`src/rtl/reparam_pkg.sv`:
```
// Shared widths, FSM state encoding and the eps sign-magnitude conversion
// used by the reparameterisation sampler.
package reparam_pkg;

    localparam int Q_FRAC = 16;
    localparam int DATA_W = 20;
    localparam int EPS_W  = 21;
    localparam int PROD_W = 25;
    localparam int SUM_W  = 26;

    typedef enum logic [1:0] {
        IDLE = 2'd0,
        MUL  = 2'd1,
        ADD  = 2'd2,
        OUT  = 2'd3
    } state_e;

    // A negative zero maps onto plain zero.
    function automatic logic signed [EPS_W-1:0] sm_to_tc(input logic [EPS_W-1:0] sm);
        logic signed [EPS_W-1:0] mag;
        mag = {1'b0, sm[EPS_W-2:0]};
        return sm[EPS_W-1] ? -mag : mag;
    endfunction

endpackage

```
`src/rtl/reparam_mul.sv`:
```
// Registered sigma*eps multiply, arithmetic shift by Q_FRAC (floor) and
// truncation to PROD_W; kept separate so the multiplier maps cleanly to a DSP.
module reparam_mul
    import reparam_pkg::*;
(
    input  logic                     clk,
    input  logic                     rst,
    input  logic                     en_i,
    input  logic signed [DATA_W-1:0] sigma_i,
    input  logic signed [EPS_W-1:0]  eps_i,
    output logic signed [PROD_W-1:0] prod_o
);

    localparam int FULL_W = DATA_W + EPS_W;

    logic signed [FULL_W-1:0] sigma_ext;
    logic signed [FULL_W-1:0] eps_ext;
    logic signed [FULL_W-1:0] full;
    logic signed [FULL_W-1:0] shifted;
    logic        [PROD_W-1:0] prod_d;
    logic        [PROD_W-1:0] prod_q;
    logic                     prod_hi_unused;

    assign sigma_ext = $signed({{EPS_W{sigma_i[DATA_W-1]}}, sigma_i});
    assign eps_ext   = $signed({{DATA_W{eps_i[EPS_W-1]}}, eps_i});
    assign full      = sigma_ext * eps_ext;
    assign shifted   = full >>> Q_FRAC;
    assign prod_d    = shifted[PROD_W-1:0];

    // Upper bits after the shift are pure sign copies.
    assign prod_hi_unused = ^shifted[FULL_W-1:PROD_W];

    always_ff @(posedge clk or posedge rst) begin
        if (rst) begin
            prod_q <= '0;
        end else if (en_i) begin
            prod_q <= prod_d;
        end
    end

    assign prod_o = $signed(prod_q);

endmodule

```
`src/rtl/reparam_sampler.sv`:
```
// z = mu + sigma*eps per handshake, streamed out with index/last framing.
// Define REPARAM_SAT_EN to clamp the sum to 20 bits and raise sat_flag; else the sum wraps.
module reparam_sampler
    import reparam_pkg::*;
#(
    parameter  int LATENT_DIM = 4,
    localparam int IDX_W      = $clog2(LATENT_DIM)
) (
    input  logic                     clk,
    input  logic                     rst,
    input  logic                     in_valid,
    output logic                     in_ready,
    input  logic signed [DATA_W-1:0] mu_in,
    input  logic signed [DATA_W-1:0] sigma_in,
    input  logic        [EPS_W-1:0]  eps_in,
    output logic signed [DATA_W-1:0] z_out,
    output logic                     z_valid,
    input  logic                     z_ready,
    output logic        [IDX_W-1:0]  z_idx,
    output logic                     z_last,
    output logic                     sat_flag
);

    localparam logic [IDX_W-1:0] IDX_LAST = IDX_W'(LATENT_DIM - 1);

    state_e                    state_q, state_d;
    logic signed [DATA_W-1:0]  mu_q, sigma_q;
    logic signed [EPS_W-1:0]   eps_q;
    logic signed [PROD_W-1:0]  prod;
    logic signed [SUM_W-1:0]   sum;
    logic        [DATA_W-1:0]  z_d;
    logic        [DATA_W-1:0]  z_q;
    logic        [IDX_W-1:0]   idx_q;
    logic                      accept;
    logic                      out_hs;

    always_comb begin
        state_d = state_q;
        case (state_q)
            IDLE:    if (in_valid) state_d = MUL;
            MUL:     state_d = ADD;
            ADD:     state_d = OUT;
            OUT:     if (z_ready) state_d = in_valid ? MUL : IDLE;
            default: state_d = IDLE;
        endcase
    end

    assign in_ready = (state_q == IDLE) | ((state_q == OUT) & z_ready);
    assign z_valid  = (state_q == OUT);
    assign accept   = in_valid & in_ready;
    assign out_hs   = z_valid & z_ready;

    reparam_mul u_mul (
        .clk     (clk),
        .rst     (rst),
        .en_i    (state_q == MUL),
        .sigma_i (sigma_q),
        .eps_i   (eps_q),
        .prod_o  (prod)
    );

    assign sum = {{(SUM_W-DATA_W){mu_q[DATA_W-1]}}, mu_q}
               + {{(SUM_W-PROD_W){prod[PROD_W-1]}}, prod};

`ifdef REPARAM_SAT_EN
    localparam logic signed [SUM_W-1:0] SAT_MAX = SUM_W'((1 << (DATA_W-1)) - 1);
    localparam logic signed [SUM_W-1:0] SAT_MIN = SUM_W'(-(1 << (DATA_W-1)));

    logic ovf_hi, ovf_lo;
    logic sat_q;

    assign ovf_hi = (sum > SAT_MAX);
    assign ovf_lo = (sum < SAT_MIN);

    always_comb begin
        z_d = sum[DATA_W-1:0];
        if (ovf_hi)      z_d = {1'b0, {(DATA_W-1){1'b1}}};
        else if (ovf_lo) z_d = {1'b1, {(DATA_W-1){1'b0}}};
    end

    always_ff @(posedge clk or posedge rst) begin
        if (rst) begin
            sat_q <= 1'b0;
        end else if ((state_q == ADD) && (ovf_hi || ovf_lo)) begin
            sat_q <= 1'b1;
        end
    end

    assign sat_flag = sat_q;
`else
    logic sum_hi_unused;

    assign z_d           = sum[DATA_W-1:0];
    assign sum_hi_unused = ^sum[SUM_W-1:DATA_W];
    assign sat_flag      = 1'b0;
`endif

    always_ff @(posedge clk or posedge rst) begin
        if (rst) begin
            state_q <= IDLE;
            mu_q    <= '0;
            sigma_q <= '0;
            eps_q   <= '0;
            z_q     <= '0;
            idx_q   <= '0;
        end else begin
            state_q <= state_d;
            if (accept) begin
                mu_q    <= mu_in;
                sigma_q <= sigma_in;
                eps_q   <= sm_to_tc(eps_in);
            end
            if (state_q == ADD) begin
                z_q <= z_d;
            end
            if (out_hs) begin
                idx_q <= (idx_q == IDX_LAST) ? '0 : idx_q + IDX_W'(1);
            end
        end
    end

    assign z_out  = $signed(z_q);
    assign z_idx  = idx_q;
    assign z_last = z_valid & (idx_q == IDX_LAST);

endmodule

```
`config.mk`:
```
export PLATFORM = sky130hd
export DESIGN_NAME = reparam_sampler
export DESIGN_NICKNAME = d
export VERILOG_FILES = /design/src/rtl/reparam_pkg.sv /design/src/rtl/reparam_mul.sv /design/src/rtl/reparam_sampler.sv
export SDC_FILE = /design/constraint.sdc
export NUM_CORES = 1
export LEC_CHECK = 0
export CORE_ASPECT_RATIO = 0.7
export CORE_MARGIN = 8
export CORE_UTILIZATION = 34
export CTS_CLUSTER_DIAMETER = 60
export DETAILED_ROUTE_END_ITERATION = 8
export GPL_TIMING_DRIVEN = 0
export SLEW_MARGIN = 20
export SYNTH_ARGS = -nofsm -noshare
export SYNTH_HDL_FRONTEND = slang
export SYNTH_SLANG_ARGS = --single-unit
```
`constraint.sdc`:
```
create_clock -name clk -period 12.8 [get_ports clk]
set_input_delay 1.92 -clock clk [delete_from_list [all_inputs] [get_ports clk]]
set_output_delay 1.92 -clock clk [all_outputs]
set_load 0.02 [all_outputs]
```
Word-level counts from Yosys, hierarchy flattened
Index checks and enable logic that the tools add are counted. Widths: inputs -> output; s select.

Bitwise operators: 4. Mux-type cells: 6. Equality and inequality tests: 6. Reductions and logical operators: 2. $mul: 1. Add/subtract/negate cells: 3.

Operators by type and width (number): $mul 20x21->36 (1); $mux 21 (1); $neg 20->21 (1); $add 20x20->20 (1); $pmux 2 s4 (1); $eq 2x2->1 const B (3); $mux 2 (3); $and 1x1->1 (3); $add 2x1->2 const B (1); $eq 2x1->1 const B (1); $logic_not 2->1 (1); $ne 2x1->1 const B (1); $ne 2x2->1 const B (1); $reduce_and 2->1 (1); $mux 1 (1); $or 1x1->1 (1).

Input port bits: 65. Logic and storage cells: 29. Flip-flop bits (word level): 105. Output and inout bits: 26.

Longest topological paths before layout
Gate-level depths: netlist of run 1.

Depth in word-level cells: 4. Gate-level depth with buffers: 24. Gate-level depth less buffers: 23.

Modules after synthesis
From an unflattened synthesis of run 1, not the netlist that was laid out.

Cell total of the unflattened synthesis: 2179. Area total of the unflattened synthesis: 21097.7 um^2.

Modules (own cells, without submodules): reparam_mul (seq. area each 625.6 um^2, cells an instance 1768, times used 1, area each 16523.3 um^2); reparam_sampler (seq. area each 2127.0 um^2, cells an instance 411, times used 1, area each 4574.4 um^2).

Worst setup path after synthesis of run 1
OpenSTA, ideal clock, no wires.

Path type: reg-to-reg. Start point: register eps_q[20]. End point: register u_mul.prod_q[18] (netlist: u_mul.prod_o[18]). Arrival time: 6.303 ns. Clock period less this slack: 6.398 ns. Path slack: 6.402 ns. Library setup time: 0.095 ns. Path buffers: 1. Required time: 12.705 ns. Cell stages (with the launch flop): 23. Cell sequence: dfrtp_1 > clkbuf_1 > nand2_1 > fa_1 > inv_1 > fa_1 > inv_1 > fa_1 > inv_1 > fa_1 > fa_1 > fa_1 > inv_1 > fa_1 > inv_1 > ha_1 > and4_1 > and2_1 > o31ai_2 > o22a_1 > o211ai_1 > and3_1 > o31ai_1.

Cells in the longest elaborated chain, start to end: 1.

RTL lines: start: declaration (line reparam_sampler.sv:28) `logic signed [EPS_W-1:0] eps_q;`; start signal: assignment (line reparam_sampler.sv:111) `eps_q <= sm_to_tc(eps_in);`; $mul 20x21->36 (line reparam_mul.sv:26) `assign full = sigma_ext * eps_ext;`; end signal: assignment (line reparam_mul.sv:37) `prod_q <= prod_d;`; end: declaration (line reparam_mul.sv:21) `logic [PROD_W-1:0] prod_q;`.

Every way passes these cells. A chain may end at the register's enable or synchronous reset.

Worst setup path in the final report of run 1
Start point: register eps_q[17]. End point: register u_mul.prod_q[9] (netlist: u_mul.prod_o[9]).

Same word-level chain as after synthesis.

==> results of run 1 <==
synthesized netlist by cell type (all sizes together), types with 10 or more instances:
cell and n:
a211oi 15, nor2 40, ha 126, nand3 14
mux2 54, clkbuf 96, dfrtp 105, nor3 16
and2 231, nand2 237, inv 459, a21oi 33
o21ai 49, o31ai 15, xor2 24, xnor2 24
fa 390, o211ai 10, a21o 11
worst max-delay path, cell delays in order (launching register included):
cell,delay (ns)
dfrtp_1,0.35
clkbuf_1,0.45
clkbuf_1,0.68
nand2_1,0.18
fa_1,0.54
fa_1,0.52
fa_1,0.51
inv_1,0.05
fa_1,0.56
fa_1,0.43
fa_1,0.53
inv_1,0.07
fa_1,0.50
inv_1,0.04
ha_1,0.36
and4_1,0.27
a221oi_2,0.72
nand3_1,0.50
a22o_1,0.36
a311o_1,0.35
logic make-up after synthesis:
family,count (synthesis)
and+or+nand+nor,594
buffers and inverters,557
adders and majority gates,516
AOI/OAI and AO/OA,186
DFF,105
muxes,55
xor gates and xnor gates,51
other,1
final cells by class:
class                   instances  area (um2)
diodes                          1        2.50
flip-flops and latches        105        2630
repair buffers                 89         908
fillers                      5739       35100
clock inverters                 7        80.1
multi-input cells            1403       14900
clock buffers                   9         225
well taps                     750         938
plain buffers                  98         375
inverters                     459        1730
per-layer routing:
layer / part of all wire / global-route usage
met1: 0.49 / 0.281
met2: 0.42 / 0.265
met3: 0.081 / 0.0406
met4: 0.011 / 0.0284
met5: 0 / 0
state kept, by name, indices dropped and copies added (netlist names):
name          count
eps_q            21
mu_q             20
sigma_q          20
u_mul.prod_o     20
z_out            20
state_q           2
z_idx             2
per-stage QoR:
step,std cells,utilization,worst slack [ns],hold WS (ns)
after global placement,2903,0.377,4.75,0.473
after floorplan,2065,-,6.40,0.450
after detailed placement,2904,0.377,4.67,0.478
after CTS,2920,0.383,4.62,0.499
final,2921,0.383,4.69,0.501
after global routing,2920,0.383,4.37,0.515
path summary, 6_finish.rpt:
kind,to,from,depth (start not counted)
worst min register to register,z_out[4],z_out[4],1
worst min-delay path,z_out[4],z_out[4],1
worst max register to register,u_mul.prod_o[9],eps_q[17],19
max in group asynchronous,mu_q[11],rst,3
worst max-delay path,u_mul.prod_o[9],eps_q[17],19
min in group asynchronous,z_out[5],rst,2
==> flow_summary_export.csv, run 1 <==
group,metric,value,unit
critical_path,worstPathArrival,8.38,ns
cts,cts.clk_slew.worst_paths,0.08,ns
synth,yosys_register_bits,105,
sta,max_freq,123,MHz
sta,fin_crit_sh,0.633,
synth,synthFlopType,"dfrtp_1",
synth,synth.area.mux_share,0.0316,
layout,stdcell_area,21700,um2
cts,root_buffer,"clkbuf_16",
die,die_area,65600,um2
cts,cts-resized-gates,0,
cts,cts_buffer_depth,2,
min_path,hold_path_class,"register to register",
route,vias,14500,
synth,synth_area_leaders,"fa_1 40%, dfrtp_1 13%, inv_1 8.8%",
critical_path,worstPathRequired,13.07,ns
critical_path,critical_path_class,"register to register",
sta,finalHoldViolCount,0,
placement,gp_congestion,0.975,
synth,synth.distinct_cells,76,
grt,grt_max_degree,57,
grt,grt-ovfl-total,0,
cts,worst_skew_pair.late_latency,0.39,ns
synth,synth-edff-count,0,
grt,antenna_found_initial,4,
sta,setup_viol,0,
synth,synthAdderAreaFrac,0.479,
cts,numCtsBuffers,9,
cts,cts_tree,"built",
synth,yosys_warnings,0,
route,firstDrtPassIters,6,
synth,synth_compound_area_frac,0.0669,
die,row_count,73,
die,core_region_area,56800,um2
die,io_pins,91,
sta,tightest_slew,1.03,ns
sta,fin_skew,0.0141,ns
synth,synth_top_family_by_area,"adder cells",
synth,synthSimpleGateAreaFrac,0.156,
placement,io_buffers,88,
layout,areaGrowthSynthToFinish,11.0,%
placement,dpl.hpwl,49900,um
synth,synth_xor_area_frac,0.0249,
synth,ys_async_sr_fraction,1.00,
die,die_h,217,um
cts,postCtsSetupBuffers,0,
grt,grt_pass1_wl,91400,um
sta,rsz0062_at_grt,"false",
sta,max_slew_margin,0.314,
route,wl_per_cell,20.0,um
sta,fin_crit,8.11,ns
cts,numClockSinks,105,
synth,syn_inst,2065,
route,viasPerCell,4.96,
cts,postCtsHoldBufs,0,
grt,grt_pass1_vias,15300,
synth,syn-cell-area,19600,um2
layout,final_cell_mix,"458 x inv_1, 390 x fa_1, 237 x nand2_1",
status,status,"finished, final reports clean",
route,drtIter0Drc,1063,
die,chipWidth,303,um
grt,grt_usage,0.183,
sta,slew_viol_final,0,
die,initial_core_util,0.345,
synth,ys_seq_area_frac,0.134,
synth,synth_nets,2646,
layout,layout_commonest_cell,"inv_1",
route,drc_errors,0,
critical_path,reg2reg_slack,4.69,ns
layout,layout-drive-gt1-share,0.0456,
sta,setup_tns,0,ns
synth,yosys.area.top_type,"fa_1",
critical_path,start_kind,"register",
route,routed_wirelength,58500,um
synth,netlist.area_leader.share,0.399,
layout,nets,2746,
job,cap_violations,0,
critical_path,crit_path_end_kind,"register",
cts,htreeDepth,3,
synth,avgSynthCellArea,9.48,um2
placement,placed_cell_area,21400,um2
critical_path,crit_fanout,10,
route,ant_nets,0,
Power of run 1 is not shown: default switching activity piles up to over one toggle a cycle in this logic, so the estimate is an artifact.
==> inputs of run 2 (changes only) <==
- clock period: 12.8 -> 7.1 ns (I/O delays scaled with it)
==> run 2 against run 1 <==
Effect of this change:
- clock-buffer cell count is the same
- routed wire length grew 0.76%
- sequential cell count is the same
==> flow_summary_export.csv, run 2 (synthesized netlist as in run 1, its figures left out) <==
group,metric,value,unit
status,status,"finished, final reports clean",
layout,areaGrowthSynthToFinish,13.1,%
layout,largest_reg_flops,21,
job,cap_violations,0,
layout,fillCellCount,5715,
grt,grt_max_degree,57,
grt,grt-ovfl-total,0,
cts,worst_skew_pair.late_latency,0.39,ns
sta,fin_crit,6.99,ns
die,die_h,217,um
placement,gp_congestion,0.975,
layout,final_cell_mix,"456 x inv_1, 389 x fa_1, 237 x nand2_1",
cts,numClockSinks,105,
route,drc_errors,0,
layout,stdcell_area,22100,um2
cts,root_buffer,"clkbuf_16",
layout,seqCellArea,2640,um2
sta,fin_crit_sh,0.985,
placement,placed_cell_area,21400,um2
cts,cts.clk_slew.worst_paths,0.09,ns
layout,nets,2757,
sta,max_slew_margin,0.355,
layout,multiInputGateArea,15000,um2
grt,antenna_found_initial,6,
route,ant_nets,0,
route,firstDrtPassIters,5,
route,viasPerCell,4.96,
placement,dpl.hpwl,49900,um
critical_path,critical_path_class,"register to register",
grt,grt_pass1_vias,15300,
critical_path,timing.rr.start,"eps_q[4]",
min_path,hold_path_class,"register to register",
die,die_area,65600,um2
layout,layout_commonest_cell,"inv_1",
route,routed_wirelength,58900,um
cts,cts_buffer_depth,2,
layout,utilization,0.390,
cts,htreeDepth,3,
die,io_pins,91,
sta,setup_viol,0,
die,initial_core_util,0.345,
critical_path,crit_fanout,10,
critical_path,worstPathArrival,7.27,ns
cts,numCtsBuffers,9,
route,wl_per_cell,20.1,um
grt,grt_pass1_wl,91400,um
route,drtIter0Drc,1092,
die,core_region_area,56800,um2
route,vias,14600,
grt,grt_usage,0.183,
sta,finalHoldViolCount,0,
cts,cts_tree,"built",
layout,layout-drive-gt1-share,0.0958,
sta,tightest_slew,0.968,ns
critical_path,critical_path.startpoint,"eps_q[4]",
sta,rsz0062_at_grt,"true",
sta,fin_skew,0.0148,ns
sta,slew_viol_final,0,
cts,postCtsHoldBufs,0,
layout,top_register,"eps_q",
critical_path,start_kind,"register",
die,chipWidth,303,um
die,row_count,73,
critical_path,crit_path_end_kind,"register",
critical_path,worstPathRequired,7.38,ns
min_path,hp-start,"z_out[4]",
placement,io_buffers,88,
sta,max_freq,143,MHz
[run 2: cell count changes in the layout (fill, tap and decap cells not counted), sizes merged]
cell    delta
clkbuf    -17
buf       +28
diode      +5
[run 2: worst max-delay path, stage by stage (launching register included)]
cell and delay, ns:
dfrtp_1 0.38, clkbuf_1 0.62, and2_1 0.26, fa_1 0.41, fa_1 0.51, fa_1 0.45
fa_1 0.54, fa_1 0.43, fa_1 0.52, inv_1 0.06, fa_1 0.48, inv_1 0.05
ha_2 0.39, nand4_1 0.12, buf_4 0.17, nor4_4 0.34, a221oi_4 0.07, buf_12 0.16
buf_4 0.13, or2_2 0.31, nand3_1 0.12, a311oi_1 0.11, o41ai_1 0.27
[run 2: timing repair]
item | 4_1_cts | 5_1_grt
pin swaps | 1 | 7
setup buffers | 4 | 11
gates resized for setup | 70 | 94
setup endpoints to repair | 14 | 13
[run 2: area by class of cell]
type                    count  share of cell area
clock inverters             7             0.00362
diodes                      6            0.000678
repair buffers            104              0.0467
inverters                 459              0.0780
multi-input cells        1403               0.677
clock buffers               9              0.0102
flip-flops and latches    105               0.119
plain buffers              94              0.0223
well taps                 750              0.0424
[run 2: metal layers]
| metal | up-vias | wire length [um] | track usage |
|---|---|---|---|
| met4 | 0 | 745 | 0.0290 |
| li1 | 6494 | - | - |
| met2 | 466 | 25000 | 0.265 |
| met1 | 7579 | 28800 | 0.280 |
| met3 | 42 | 4450 | 0.0424 |
| met5 | - | 0 | 0 |
[run 2: through the flow]
step,hold slack [ns],instances,worst slack (ns),setup TNS (ns)
2_1_floorplan,0.450,2065,0.702,0
3_3_place_gp,0.473,2903,-0.955,-7.95
3_5_place_dp,0.478,2904,-1.03,-8.76
4_1_cts,0.499,2921,0.0158,0
5_1_grt,0.515,2931,-0.0401,-0.105
6_report,0.502,2937,0.110,0
[run 2: path summary, 6_finish.rpt]
path,endpoint,slack (ns),depth (start not counted)
worst max-delay path,u_mul.prod_o[16],0.11,22
worst min register to register,z_out[4],0.50,1
worst max register to register,u_mul.prod_o[16],0.11,22
max in group asynchronous,sigma_q[14],5.28,3
min in group asynchronous,z_out[0],1.13,2
worst min-delay path,z_out[4],0.50,1
Power of run 2 is left out for the same reason.
